### config.mk
export PLATFORM = sky130hd
export DESIGN_NAME = cpu_probe_flat
export DESIGN_NICKNAME = d
export VERILOG_FILES = /design/src/rtl/cpu_probe_pkg.sv /design/src/rtl/cpu_probe_if.sv /design/src/rtl/cpu_probe_trace_buf.sv /design/src/rtl/cpu_probe.sv /design/src/flat_wrapper.sv
export SDC_FILE = /design/constraint.sdc
export NUM_CORES = 1
export LEC_CHECK = 0
export CORE_ASPECT_RATIO = 1.1
export CORE_UTILIZATION = 35
export DETAILED_ROUTE_END_ITERATION = 6
export PLACE_DENSITY_LB_ADDON = 0.12
export SLEW_MARGIN = 20
export SYNTH_ARGS = -nofsm -noshare
export SYNTH_HDL_FRONTEND = slang
export SYNTH_HIERARCHICAL = 1
export SYNTH_SLANG_ARGS = --single-unit
### constraint.sdc
create_clock -name clk -period 5.6 [get_ports clk]
set_input_delay 1.12 -clock clk [delete_from_list [all_inputs] [get_ports clk]]
set_output_delay 1.12 -clock clk [all_outputs]
set_load 0.05 [all_outputs]
### src/rtl/cpu_probe_pkg.sv
// Shared definitions for the cpu_probe debug block: FSM state encoding,
// display-mode codes and the bit layout of the status word.
package cpu_probe_pkg;

    typedef enum logic [1:0] {
        ST_IDLE,
        ST_CAPTURE,
        ST_SCAN,
        ST_FROZEN
    } probe_state_t;

    localparam logic [2:0] MODE_PC     = 3'd0;
    localparam logic [2:0] MODE_IR     = 3'd1;
    localparam logic [2:0] MODE_ALU_A  = 3'd2;
    localparam logic [2:0] MODE_ALU_B  = 3'd3;
    localparam logic [2:0] MODE_ALU_O  = 3'd4;
    localparam logic [2:0] MODE_REG    = 3'd5;
    localparam logic [2:0] MODE_TRACE  = 3'd6;
    localparam logic [2:0] MODE_STATUS = 3'd7;

    // Status flags sit directly above the trace-count field.
    localparam int STAT_BUSY_OFS   = 0;
    localparam int STAT_FROZEN_OFS = 1;
    localparam int STAT_HALT_OFS   = 2;

endpackage

### src/rtl/cpu_probe_if.sv
// Datapath-side bundle of the probe: live CPU values in, register-file read
// port out. master = CPU datapath, slave = probe.
interface cpu_probe_if #(
    parameter int DATA_W = 16,
    parameter int ADDR_W = 16,
    parameter int SEL_W  = 4
);
    logic [ADDR_W-1:0] pc_i;
    logic [DATA_W-1:0] ir_i;
    logic [DATA_W-1:0] alu_a_i;
    logic [DATA_W-1:0] alu_b_i;
    logic [DATA_W-1:0] alu_o_i;
    logic              retire_i;
    logic [DATA_W-1:0] reg_data_i;
    logic [SEL_W-1:0]  reg_sel_o;
    logic              reg_read_o;

    modport master (
        output pc_i, ir_i, alu_a_i, alu_b_i, alu_o_i, retire_i, reg_data_i,
        input  reg_sel_o, reg_read_o
    );

    modport slave (
        input  pc_i, ir_i, alu_a_i, alu_b_i, alu_o_i, retire_i, reg_data_i,
        output reg_sel_o, reg_read_o
    );
endinterface

### src/rtl/cpu_probe_trace_buf.sv
// probe_trace_buf: ring buffer of retired PCs with a saturating fill count and
// a read port indexed relative to the newest entry (0 = newest).
module probe_trace_buf #(
    parameter int ADDR_W = 16,
    parameter int DEPTH  = 8,
    parameter int IDX_W  = 4,
    localparam int PTR_W = $clog2(DEPTH),
    localparam int CNT_W = $clog2(DEPTH) + 1
) (
    input  logic              clk,
    input  logic              rst_n,
    input  logic              i_push,
    input  logic [ADDR_W-1:0] i_pc,
    input  logic [IDX_W-1:0]  i_rd_idx,
    output logic [ADDR_W-1:0] o_rd_pc,
    output logic [CNT_W-1:0]  o_count
);
    logic [ADDR_W-1:0] r_mem [DEPTH];
    logic [PTR_W-1:0]  r_wr_ptr;
    logic [CNT_W-1:0]  r_count;
    logic [PTR_W-1:0]  w_rd_ptr;

    generate
        for (genvar gi = 0; gi < DEPTH; gi++) begin : g_entry
            always_ff @(posedge clk or negedge rst_n) begin
                if (!rst_n) begin
                    r_mem[gi] <= '0;
                end else if (i_push && (r_wr_ptr == PTR_W'(gi))) begin
                    r_mem[gi] <= i_pc;
                end
            end
        end
    endgenerate

    always_ff @(posedge clk or negedge rst_n) begin
        if (!rst_n) begin
            r_wr_ptr <= '0;
            r_count  <= '0;
        end else if (i_push) begin
            r_wr_ptr <= r_wr_ptr + PTR_W'(1);
            if (r_count != CNT_W'(DEPTH)) begin
                r_count <= r_count + CNT_W'(1);
            end
        end
    end

    // Newest entry lives one slot behind the write pointer; wrap is free.
    assign w_rd_ptr = r_wr_ptr - PTR_W'(1) - PTR_W'(i_rd_idx);
    assign o_rd_pc  = (32'(i_rd_idx) < 32'(r_count)) ? r_mem[w_rd_ptr] : '0;
    assign o_count  = r_count;

endmodule

### src/rtl/cpu_probe.sv
// cpu_probe: live/snapshot debug display with freeze, PC breakpoint, register
// shadow scan and CPU halt. PROBE_TRACE_EN adds the retired-PC trace buffer.
module cpu_probe
    import cpu_probe_pkg::*;
#(
    parameter int DATA_W      = 16,
    parameter int ADDR_W      = 16,
    parameter int REG_CNT     = 16,
    parameter int TRACE_DEPTH = 8,
    localparam int SEL_W      = $clog2(REG_CNT),
    localparam int CNT_W      = $clog2(TRACE_DEPTH) + 1
) (
    input  logic              clk,
    input  logic              rst_n,
    cpu_probe_if.slave        dp,
    input  logic [2:0]        mode_i,
    input  logic [SEL_W-1:0]  sel_i,
    input  logic              freeze_i,
    input  logic              brk_en_i,
    input  logic [ADDR_W-1:0] brk_addr_i,
    input  logic              resume_i,
    output logic              halt_o,
    output logic              busy_o,
    output logic              frozen_o,
    output logic [DATA_W-1:0] data_o
);
    localparam int PC_KEEP = (ADDR_W < DATA_W) ? ADDR_W : DATA_W;

    probe_state_t      r_state;
    logic              r_halt, r_busy, r_frozen;
    logic [SEL_W-1:0]  r_scan_idx;
    logic [ADDR_W-1:0] r_snap_pc;
    logic [DATA_W-1:0] r_snap_ir, r_snap_a, r_snap_b, r_snap_o;
    logic [DATA_W-1:0] r_shadow [REG_CNT];
    logic [DATA_W-1:0] r_data;

    logic              w_brk_hit, w_frz;
    logic [ADDR_W-1:0] w_pc_src, w_trace_pc;
    logic [CNT_W-1:0]  w_trace_cnt;
    logic [DATA_W-1:0] w_pc_ext, w_trace_ext, w_status, w_view;
    logic [SEL_W-1:0]  w_reg_sel;
    logic              w_reg_read;

    assign w_brk_hit = dp.retire_i && brk_en_i && (dp.pc_i == brk_addr_i);

`ifdef PROBE_TRACE_EN
    logic w_push;
    assign w_push = dp.retire_i && (r_state == ST_IDLE);

    probe_trace_buf #(
        .ADDR_W (ADDR_W),
        .DEPTH  (TRACE_DEPTH),
        .IDX_W  (SEL_W)
    ) u_trace (
        .clk      (clk),
        .rst_n    (rst_n),
        .i_push   (w_push),
        .i_pc     (dp.pc_i),
        .i_rd_idx (sel_i),
        .o_rd_pc  (w_trace_pc),
        .o_count  (w_trace_cnt)
    );
`else
    assign w_trace_pc  = '0;
    assign w_trace_cnt = '0;
`endif

    always_ff @(posedge clk or negedge rst_n) begin
        if (!rst_n) begin
            r_state    <= ST_IDLE;
            r_halt     <= 1'b0;
            r_busy     <= 1'b0;
            r_frozen   <= 1'b0;
            r_scan_idx <= '0;
            r_snap_pc  <= '0;
            r_snap_ir  <= '0;
            r_snap_a   <= '0;
            r_snap_b   <= '0;
            r_snap_o   <= '0;
        end else begin
            case (r_state)
                ST_IDLE: begin
                    if (freeze_i || w_brk_hit) begin
                        r_state <= ST_CAPTURE;
                        r_busy  <= 1'b1;
                        r_halt  <= w_brk_hit;
                    end
                end
                ST_CAPTURE: begin
                    r_snap_pc  <= dp.pc_i;
                    r_snap_ir  <= dp.ir_i;
                    r_snap_a   <= dp.alu_a_i;
                    r_snap_b   <= dp.alu_b_i;
                    r_snap_o   <= dp.alu_o_i;
                    r_scan_idx <= '0;
                    r_state    <= ST_SCAN;
                end
                ST_SCAN: begin
                    r_scan_idx <= r_scan_idx + SEL_W'(1);
                    if (r_scan_idx == SEL_W'(REG_CNT - 1)) begin
                        r_state  <= ST_FROZEN;
                        r_busy   <= 1'b0;
                        r_frozen <= 1'b1;
                    end
                end
                default: begin
                    if (resume_i) begin
                        r_halt <= 1'b0;
                    end
                    // Exit decision uses the halt currently shown, so a resume
                    // buys one more frozen cycle before returning to live view.
                    if (!freeze_i && !r_halt) begin
                        r_state  <= ST_IDLE;
                        r_frozen <= 1'b0;
                    end
                end
            endcase
        end
    end

    generate
        for (genvar gi = 0; gi < REG_CNT; gi++) begin : g_shadow
            always_ff @(posedge clk or negedge rst_n) begin
                if (!rst_n) begin
                    r_shadow[gi] <= '0;
                end else if ((r_state == ST_SCAN) && (r_scan_idx == SEL_W'(gi))) begin
                    r_shadow[gi] <= dp.reg_data_i;
                end
            end
        end
    endgenerate

    always_comb begin
        w_reg_sel  = '0;
        w_reg_read = 1'b0;
        if ((r_state == ST_IDLE) && (mode_i == MODE_REG)) begin
            w_reg_sel  = sel_i;
            w_reg_read = 1'b1;
        end else if (r_state == ST_SCAN) begin
            w_reg_sel  = r_scan_idx;
            w_reg_read = 1'b1;
        end
    end

    assign dp.reg_sel_o  = w_reg_sel;
    assign dp.reg_read_o = w_reg_read;

    always_comb begin
        w_frz       = (r_state == ST_FROZEN);
        w_pc_src    = w_frz ? r_snap_pc : dp.pc_i;
        w_pc_ext    = '0;
        w_pc_ext[PC_KEEP-1:0] = w_pc_src[PC_KEEP-1:0];
        w_trace_ext = '0;
        w_trace_ext[PC_KEEP-1:0] = w_trace_pc[PC_KEEP-1:0];
        w_status    = '0;
        w_status[CNT_W-1:0]               = w_trace_cnt;
        w_status[CNT_W + STAT_BUSY_OFS]   = r_busy;
        w_status[CNT_W + STAT_FROZEN_OFS] = r_frozen;
        w_status[CNT_W + STAT_HALT_OFS]   = r_halt;
        case (mode_i)
            MODE_PC:     w_view = w_pc_ext;
            MODE_IR:     w_view = w_frz ? r_snap_ir : dp.ir_i;
            MODE_ALU_A:  w_view = w_frz ? r_snap_a  : dp.alu_a_i;
            MODE_ALU_B:  w_view = w_frz ? r_snap_b  : dp.alu_b_i;
            MODE_ALU_O:  w_view = w_frz ? r_snap_o  : dp.alu_o_i;
            MODE_REG:    w_view = w_frz ? r_shadow[sel_i] : dp.reg_data_i;
            MODE_TRACE:  w_view = w_trace_ext;
            default:     w_view = w_status;
        endcase
    end

    // Display freezes on its last value while the capture/scan is running.
    always_ff @(posedge clk or negedge rst_n) begin
        if (!rst_n) begin
            r_data <= '0;
        end else if ((r_state == ST_IDLE) || (r_state == ST_FROZEN)) begin
            r_data <= w_view;
        end
    end

    assign halt_o   = r_halt;
    assign busy_o   = r_busy;
    assign frozen_o = r_frozen;
    assign data_o   = r_data;

endmodule

### src/flat_wrapper.sv
// flat-port wrapper written by rule: the top's interface ports become plain ports
module cpu_probe_flat import cpu_probe_pkg::*;
#(
    parameter int DATA_W      = 16,
    parameter int ADDR_W      = 16,
    parameter int REG_CNT     = 16,
    parameter int TRACE_DEPTH = 8,
    localparam int SEL_W      = $clog2(REG_CNT),
    localparam int CNT_W      = $clog2(TRACE_DEPTH) + 1
)
  (clk, rst_n, mode_i, sel_i, freeze_i, brk_en_i, brk_addr_i, resume_i, halt_o, busy_o, frozen_o, data_o, dp_pc_i, dp_ir_i, dp_alu_a_i, dp_alu_b_i, dp_alu_o_i, dp_retire_i, dp_reg_data_i, dp_reg_sel_o, dp_reg_read_o);
  cpu_probe_if #(.DATA_W(DATA_W), .ADDR_W(ADDR_W)) dp_i ();
  input  logic clk;
  input  logic rst_n;
  input  logic [2:0] mode_i;
  input  logic [SEL_W-1:0] sel_i;
  input  logic freeze_i;
  input  logic brk_en_i;
  input  logic [ADDR_W-1:0] brk_addr_i;
  input  logic resume_i;
  output logic halt_o;
  output logic busy_o;
  output logic frozen_o;
  output logic [DATA_W-1:0] data_o;
  input wire logic [$bits(dp_i.pc_i)-1:0] dp_pc_i;
  input wire logic [$bits(dp_i.ir_i)-1:0] dp_ir_i;
  input wire logic [$bits(dp_i.alu_a_i)-1:0] dp_alu_a_i;
  input wire logic [$bits(dp_i.alu_b_i)-1:0] dp_alu_b_i;
  input wire logic [$bits(dp_i.alu_o_i)-1:0] dp_alu_o_i;
  input wire logic [$bits(dp_i.retire_i)-1:0] dp_retire_i;
  input wire logic [$bits(dp_i.reg_data_i)-1:0] dp_reg_data_i;
  output wire logic [$bits(dp_i.reg_sel_o)-1:0] dp_reg_sel_o;
  output wire logic [$bits(dp_i.reg_read_o)-1:0] dp_reg_read_o;
  assign dp_i.pc_i = dp_pc_i;
  assign dp_i.ir_i = dp_ir_i;
  assign dp_i.alu_a_i = dp_alu_a_i;
  assign dp_i.alu_b_i = dp_alu_b_i;
  assign dp_i.alu_o_i = dp_alu_o_i;
  assign dp_i.retire_i = dp_retire_i;
  assign dp_i.reg_data_i = dp_reg_data_i;
  assign dp_reg_sel_o = dp_i.reg_sel_o;
  assign dp_reg_read_o = dp_i.reg_read_o;
  cpu_probe #(.DATA_W(DATA_W), .ADDR_W(ADDR_W), .REG_CNT(REG_CNT), .TRACE_DEPTH(TRACE_DEPTH)) u_core (.clk(clk), .rst_n(rst_n), .dp(dp_i), .mode_i(mode_i), .sel_i(sel_i), .freeze_i(freeze_i), .brk_en_i(brk_en_i), .brk_addr_i(brk_addr_i), .resume_i(resume_i), .halt_o(halt_o), .busy_o(busy_o), .frozen_o(frozen_o), .data_o(data_o));
endmodule
; ---- Word-level counts from Yosys, hierarchy flattened
; Index checks and enable logic that the tools add are counted.
[word_totals]
register_bits = 361
latchBits = 0
mem_bits_rw = 0
rom_bits = 0
in_bits = 125
out_inout_bits = 24
elab_cells = 125
n_memories = 0
[classes]
n_addsub = 1
mul = 0
n_div = 0
magnitude_cmp = 1
n_eq_ne = 27
shifts = 0
mux = 28
bitwise = 3
n_reduce_logical = 38
[ops]
columns = cell, count
row1 = $mux 16, 8
row2 = $pmux 16 s7, 1
row3 = $bmux 16 s4, 1
row4 = $eq 4x4->1 const B, 8
row5 = $logic_and 1x1->1, 20
row6 = $eq 16x16->1, 1
row7 = $eq 4x3->1 const B, 4
row8 = $reduce_and 3->1, 4
row9 = $eq 3x3->1 const B, 3
row10 = $eq 4x2->1 const B, 2
row11 = $mux 1, 8
row12 = $mux 4, 2
row13 = $pmux 4 s2, 1
row14 = $reduce_bool 2->1, 4
row15 = $eq 3x2->1 const B, 2
row16 = $mux 2, 3
row17 = $pmux 1 s2, 3
row18 = $pmux 2 s3, 1
row19 = $ge 5x5->1 const B, 1
row20 = $not 4->5, 1
row21 = $add 4x1->4 const B, 1
row22 = $eq 2x2->1 const B, 2
row23 = $eq 4x1->1 const B, 1
row24 = $logic_not 4->1, 1
row25 = 10 further kinds, 15

; ---- Longest topological paths before layout
; Gate-level depths: netlist (run 1).
[depth]
ltp_word = 6
depth_mapped = 8

; ---- Least setup slack after synthesis (run 1)
; No wires, ideal clock.
[synth_path]
kind = input port to output port
startpoint = in mode_i[0]
endpoint = out dp_reg_sel_o[3]
arrival_ns = 2.403
slack_ns = 2.077
stages = 7
path_buffers = 3
cell_sequence = buf_4 > and3b_1 > clkbuf_1 > clkbuf_1 > and2_1 > nand2_1 > nand2_1
[synth_via]
elab_chain_len = 3
[synth_rtl]
columns = element, line_no
row1 = from (decl), flat_wrapper.sv:15  ; input logic [2:0] mode_i;
row2 = $eq 3x3->1, cpu_probe.sv:136  ; if ((r_state == ST_IDLE) && (mode_i == MODE_REG)) begin
row3 = $logic_and 1x1->1, cpu_probe.sv:136
row4 = $mux 4, cpu_probe.sv:136
row5 = to (decl), flat_wrapper.sv:32  ; output wire logic [$bits(dp_i.reg_sel_o)-1:0] dp_reg_sel_o;
; Every way passes these cells.

; ---- Final worst setup path (run 1)
[layout_path]
startpoint = in sel_i[3]
endpoint = out dp_reg_sel_o[3]
[layout_via]
elab_chain_len = 1
[layout_rtl]
columns = element, line_no
row1 = from (decl), flat_wrapper.sv:16  ; input logic [SEL_W-1:0] sel_i;
row2 = $mux 4, cpu_probe.sv:136
; Every way passes these cells.

==> results.json, run 1 <==
{
  "cts.sinks": 361,
  "io_buffer_count": 148,
  "timing.slew.headroom_pct": 25.55,
  "critical-path-slowest-cell": "clkdlybuf4s50_1",
  "clock_tree.buffer_depth": 3,
  "top_level_ports": 149,
  "critical_path_cell_sequence": "clkdlybuf4s50_1, buf_4, nand2_1, nand2_1, buf_12",
  "tightestPinTransition_ns": 1.113,
  "cts.reportedPaths.clkPinSlew_ns": 0.05,
  "hold_buffers": 0,
  "setup_repair_after_global_routing_missed_its_margin": "false",
  "ys_async_sr_fraction_pct": 100.0,
  "synth_enable_flop_cells": 0,
  "timing.setup.tns_ns": 0,
  "grt_max_degree": 101,
  "grt_pass1_wl_um": 80470,
  "cts_tree": "done",
  "grt_antenna_before_repair": 1,
  "syn2layout_area_growth_pct": 19.88,
  "synth_sequential_area_ratio_pct": 50.73,
  "number_of_buffers_created_by_cts": 41,
  "comb_power_share_pct": 30.5,
  "synth.lib_cells_used.distinct": 66,
  "via_count_of_the_first_global_routing_pass": 12281,
  "area.sequential_sq_um": 9034,
  "place_hpwl_um": 34410,
  "dpl-instance-area_sq_um": 19950,
  "final.setup.worst_slack_ns": 1.789,
  "floorplan.die.width_um": 217.1,
  "max-vdd-ir-drop_v": 0.0002888,
  "clock-root-buffer": "clkbuf_16",
  "layout_common_cells": "dfrtp_1, mux2_2, clkdlybuf4s50_1, mux4_2, clkbuf_16",
  "postSynthRegisterBits": 361,
  "worst_setup_path_startpoint": "sel_i[3]",
  "layout.cells.non_filler": 2089,
  "yosysWarningCount": 6,
  "post_synth.cell_area_avg_sq_um": 13.88,
  "layout_commonest_cell": "dfrtp_1",
  "power_frac_clock_pct": 29.8,
  "crit_top_cell": "nand2_1",
  "global_route.usage.total_pct": 20.89,
  "synth_flop_cell": "dfrtp_1",
  "timing.critical_path.fanout_max": 18,
  "maxcap_violations": 0,
  "outcome": "finished, final reports clean",
  "timing.reg2reg.worst_path_depth": 6,
  "setup.worst_path.class": "input port to output port",
  "power_density_nw_per_um2": 434.2,
  "achievable-frequency_ghz": 0.2624,
  "cellInternalPower_w": 0.006330,
  "worst_ep_required_time_ns": 4.48,
  "detailedRoute.firstPassIterationCount": 5,
  "core.rowCount": 86,
  "clk-insertion-delay-late_ns": 0.57,
  "layout-drive-gt1-share_pct": 37.68,
  "worst_slack_after_detailed_placement_ns": 1.758,
  "cp-end-kind": "output port",
  "final-setup-viol-count": 0,
  "final-max-slew-violation-count": 0,
  "synthesis.instances": 1283,
  "routed_via_density": 5.501,
  "fp.dieArea_sq_um": 51790,
  "postCtsSetupRepairBufs": 0,
  "floorplan.core_area_sq_um": 50140,
  "drt_first_iter_violations": 899,
  "hold_viol": 0,
  "reg2reg_from": "u_core/r_state[0]$_DFFE_PN0P_",
  "post-route-drc-count": 0,
  "wire_per_inst_um": 25.32,
  "worstPathArrival_ns": 2.69,
  "static-leakage-power_nw": 8.576,
  "regToRegEndpoint": "u_core/data_o[6]$_DFFE_PN0P_",
  "power_frac_seq_pct": 39.8,
  "switching_share_pct": 31.72,
  "final_area_sq_um": 21350,
  "final.setup_skew_ns": 0.01363,
  "num-fill-cells": 4641,
  "chipHeight_um": 238.6,
  "synth_nets": 1416,
  "cts_max_level": 2,
  "mappedNetlistArea_sq_um": 17810,
  "cp-endpoint": "dp_reg_sel_o[3]",
  "min_period_ns": 3.811,
  "start_util_pct": 35.52,
  "area_of_combinational_cells_with_multiple_inputs_sq_um": 8189,
  "drt.antenna.violating_nets": 0,
  "cp_slowest_stage_delay_ns": 0.83,
  "final.period_utilization_pct": 68.06,
  "reg2reg_slack_ns": 2.44,
  "post_cts.resized_instances": 0,
  "overflow_left_after_global_routing": 0,
  "finalNetCount": 1529,
  "total_wirelength_um": 52900,
  "via_count": 11492,
  "globalplace.congestion": 0.8171,
  "crit_path_start_kind": "input port",
  "hold_path.class": "flop to flop",
  "p_sw_w": 0.002941,
  "numPlacedInstances": 2013
}
==> worst min path at each step <==
stage,start,endpoint,cells after the start
2_1_floorplan,u_core/r_snap_a[15]$_DFFE_PN0P_,u_core/r_snap_a[15]$_DFFE_PN0P_,1
3_3_place_gp,u_core/r_shadow[67]$_DFFE_PN0P_,u_core/r_shadow[67]$_DFFE_PN0P_,1
3_5_place_dp,u_core/r_shadow[153]$_DFFE_PN0P_,u_core/r_shadow[153]$_DFFE_PN0P_,1
4_1_cts,u_core/r_shadow[153]$_DFFE_PN0P_,u_core/r_shadow[153]$_DFFE_PN0P_,1
5_1_grt,u_core/r_shadow[142]$_DFFE_PN0P_,u_core/r_shadow[142]$_DFFE_PN0P_,1
6_report,u_core/r_shadow[153]$_DFFE_PN0P_,u_core/r_shadow[153]$_DFFE_PN0P_,1
==> area by class of cell <==
| cell class | instances | share of cell area (%) |
|---|---|---|
| clock inverters | 14 | 0.6974 |
| inverters | 20 | 0.3516 |
| clock buffers | 61 | 5.820 |
| multi-input cells | 789 | 38.36 |
| well taps | 660 | 3.868 |
| diodes | 1 | 0.01172 |
| flip-flops and latches | 361 | 42.31 |
| repair buffers | 183 | 8.580 |
==> power groups by stage <==
stage	clock, W	sequential (W)	combinational (W)
floorplan	0	0.00376	0.00186
global placement	0	0.00372	0.00282
detailed placement	0	0.00372	0.00285
CTS	0.00284	0.00368	0.00286
global route	0.00293	0.00376	0.00304
finish	0.00276	0.00369	0.00282
==> cells in the mapped netlist (all sizes together) (7+ instances only) <==
cell	number	share of area [%]
a22o	13	0.64
nand2	32	0.67
xnor2	16	0.79
mux4	67	8.5
nor2b	7	0.26
mux2	353	22
a21oi	8	0.22
dfrtp	361	51
a221oi	20	1.1
o22ai	7	0.25
o221ai	15	0.74
clkbuf	43	0.91
nand3	22	0.62
a22oi	27	1.1
nor3	10	0.34
ha	8	0.56
nand4	11	0.39
mux2i	41	2.3
o211ai	7	0.30
nor2	30	0.63
o21ai	18	0.51
a2bb2oi	7	0.34
inv	20	0.42
buf	70	2.2
==> kinds of logic (layout without fill, tap and decap cells) <==
kind of cell,Yosys count,count (layout),synth area share (%)
compound gates,158,158,6.935
xor+xnor,16,16,0.7869
fa+ha+maj,8,8,0.5621
buf+inv,133,278,3.513
flops,361,361,50.73
mux,461,461,33.10
other cells,0,1,0
simple gates,146,146,4.377
==> worst max-delay path: cells and delay by family <==
kind / cells / cell delay [ns]
buffers and inverters: 3 / 1.36
and+or+nand+nor: 2 / 0.19
==> routing by layer <==
metal	track usage, %	part of all wire, %
met1	27.97	44
met2	34.94	49
met3	2.748	3.7
met4	6.850	2.6
met5	0	0
==> metrics by stage <==
step	power (W)	hold slack, ns	util (%)
2_1_floorplan	0.005627	0.4733	-
3_3_place_gp	0.006537	0.4818	39.79
3_5_place_dp	0.006575	0.4872	39.79
4_1_cts	0.009381	0.5007	42.57
5_1_grt	0.009731	0.5077	42.58
6_report	0.009271	0.4989	42.58
==> sequential cells by signal, summed over array words and instances, names as in the netlist <==
register	count
u_core/r_snap_o	16
u_core/r_snap_a	16
u_core/r_snap_b	16
u_core/r_state	2
u_core/r_shadow	256
u_core/halt_o	1
u_core/busy_o	1
u_core/frozen_o	1
u_core/data_o	16
u_core/r_snap_pc	16
u_core/r_snap_ir	16
u_core/r_scan_idx	4
(Power assumes the default switching activity.)
==> run 2: changes to the inputs <==
==> constraint.sdc (replaced) <==
create_clock -name clk -period 3.25 [get_ports clk]
set_input_delay 0.65 -clock clk [delete_from_list [all_inputs] [get_ports clk]]
set_output_delay 0.65 -clock clk [all_outputs]
set_load 0.05 [all_outputs]
==> results.json, run 2 (synthesis gave the netlist of run 1 again) <==
{
  "wire_per_inst_um": 25.16,
  "clk-insertion-delay-late_ns": 0.57,
  "clock_tree.buffer_depth": 3,
  "start_util_pct": 35.52,
  "setup_repair_after_global_routing_missed_its_margin": "false",
  "syn2layout_area_growth_pct": 21.51,
  "post-route-drc-count": 0,
  "reg2reg_from": "u_core/r_state[0]$_DFFE_PN0P_",
  "detailedRoute.firstPassIterationCount": 5,
  "post_cts.resized_instances": 0,
  "total_wirelength_um": 53480,
  "finish.utilization_pct": 43.16,
  "fp.dieArea_sq_um": 51790,
  "critical-path-slowest-cell": "ha_1",
  "min_period_ns": 2.907,
  "hold_buffers": 0,
  "io_buffer_count": 148,
  "hold_viol": 0,
  "regMostFlops": "u_core/r_shadow",
  "grt_max_degree": 85,
  "via_count": 11638,
  "outcome": "finished, final reports clean",
  "top_level_ports": 149,
  "clock-root-buffer": "clkbuf_16",
  "number_of_buffers_created_by_cts": 41,
  "grt_pass1_wl_um": 81430,
  "max-vdd-ir-drop_v": 0.0004805,
  "floorplan.die.width_um": 217.1,
  "cts_tree": "done",
  "worst_ep_required_time_ns": 2.60,
  "cts.reportedPaths.clkPinSlew_ns": 0.06,
  "drt_first_iter_violations": 693,
  "cts.sinks": 361,
  "overflow_left_after_global_routing": 0,
  "final.period_utilization_pct": 89.45,
  "global_route.usage.total_pct": 21.18,
  "reg2reg_slack_ns": 0.84,
  "floorplan.core_area_sq_um": 50140,
  "cp-end-kind": "output port",
  "timing.slew.headroom_pct": 49.27,
  "largest_register_ffs": 256,
  "chipHeight_um": 238.6,
  "layout-drive-gt1-share_pct": 38.74,
  "totalPowerFinal_w": 0.01573,
  "globalplace.congestion": 0.8001,
  "worstPathArrival_ns": 2.26,
  "timing.setup.tns_ns": 0,
  "crit_path_start_kind": "flop",
  "power_density_nw_per_um2": 726.9,
  "antenna-diode-count": 0,
  "regToRegEndpoint": "u_core/data_o[5]$_DFFE_PN0P_",
  "critical_path_cell_sequence": "inv_1, ha_1, buf_4, nand3_1, nand2_1, buf_12",
  "grt_antenna_before_repair": 1,
  "place_hpwl_um": 35340,
  "timing.reg2reg.worst_path_depth": 7,
  "tightestPinTransition_ns": 0.7610,
  "cp_slowest_stage_delay_ns": 0.46,
  "timing.critical_path.fanout_max": 15,
  "fin_hold_ws_ns": 0.08528,
  "static-leakage-power_nw": 8.738,
  "final-max-slew-violation-count": 0,
  "layout_common_cells": "dfrtp_1, mux2_2, clkdlybuf4s50_1, mux4_2, buf_4",
  "postCtsSetupRepairBufs": 0,
  "finalNetCount": 1568,
  "drt.antenna.violating_nets": 0,
  "final.setup_skew_ns": 0.01927,
  "core.rowCount": 86,
  "setup.worst_path.class": "flop to output port",
  "maxcap_violations": 0,
  "layout_commonest_cell": "dfrtp_1",
  "final-setup-viol-count": 0,
  "cts_max_level": 2,
  "via_count_of_the_first_global_routing_pass": 12461,
  "routed_via_density": 5.474,
  "achievable-frequency_ghz": 0.3440,
  "hold_path.class": "input port to async pin"
}
==> run 2: changes by cell type in the layout (fill, tap and decap cells not counted), moves of 2 or more <==
cell and change:
inv_6 +2, clkbuf_1 +7, clkinv_2 -4, clkbuf_8 -3
buf_12 +10, buf_4 +29, bufinv_16 -2
==> run 2: cell type report <==
| class | count | area, sq um |
|---|---|---|
| clock buffers | 64 | 1202 |
| clock inverters | 10 | 66.31 |
| fillers | 4694 | 28500 |
| inverters | 20 | 75.07 |
| multi-input cells | 789 | 8187 |
| flip-flops and latches | 361 | 9034 |
| well taps | 660 | 825.8 |
| repair buffers | 222 | 2250 |
==> run 2: worst max path at each step <==
stage	start	to	slack [ns]	cells past startpoint
finish	u_core/r_state[0]$_DFFE_PN0P_	dp_reg_sel_o[2]	0.34	6
CTS	u_core/r_state[0]$_DFFE_PN0P_	dp_reg_sel_o[3]	0.27	6
global placement	mode_i[2]	u_core/data_o[13]$_DFFE_PN0P_	0.21	7
floorplan	mode_i[0]	dp_reg_sel_o[3]	0.67	7
detailed placement	mode_i[2]	u_core/data_o[2]$_DFFE_PN0P_	0.24	7
global route	u_core/r_state[0]$_DFFE_PN0P_	dp_reg_sel_o[3]	0.18	6
==> run 2: metrics by stage <==
stage | instances | instance area [sq um] | worst slack [ns]
floorplan | 1283 | 17810 | 0.6671
global placement | 2052 | 20370 | 0.2098
detailed placement | 2052 | 20370 | 0.2428
CTS | 2126 | 21640 | 0.2696
global route | 2126 | 21640 | 0.1804
finish | 2126 | 21640 | 0.3427
==> run 2: critical path: cells and delay by family (launching register included) <==
| kind | cells | cell delay [ns] |
|---|---|---|
| flops | 1 | 0.45 |
| simple gates | 2 | 0.24 |
| fa+ha+maj | 1 | 0.46 |
| buf+inv | 3 | 0.55 |
==> run 2: power by group <==
| group | internal, W | switching, W | leakage [nW] |
|---|---|---|---|
| registers | 0.00569 | 0.000660 | 4.30 |
| logic | 0.00247 | 0.00249 | 3.81 |
| clock network | 0.00255 | 0.00188 | 0.620 |
| total | 0.0107 | 0.00503 | 8.74 |
==> run 2: layer usage <==
layer	routed length, um	share of wire (%)	vias up	track usage [%]
li1	-	-	5160	-
met1	23460	44	6122	28.21
met2	25900	48	281	34.87
met3	2678	5.0	75	3.995
met4	1447	2.7	0	6.509
met5	0	0	-	0
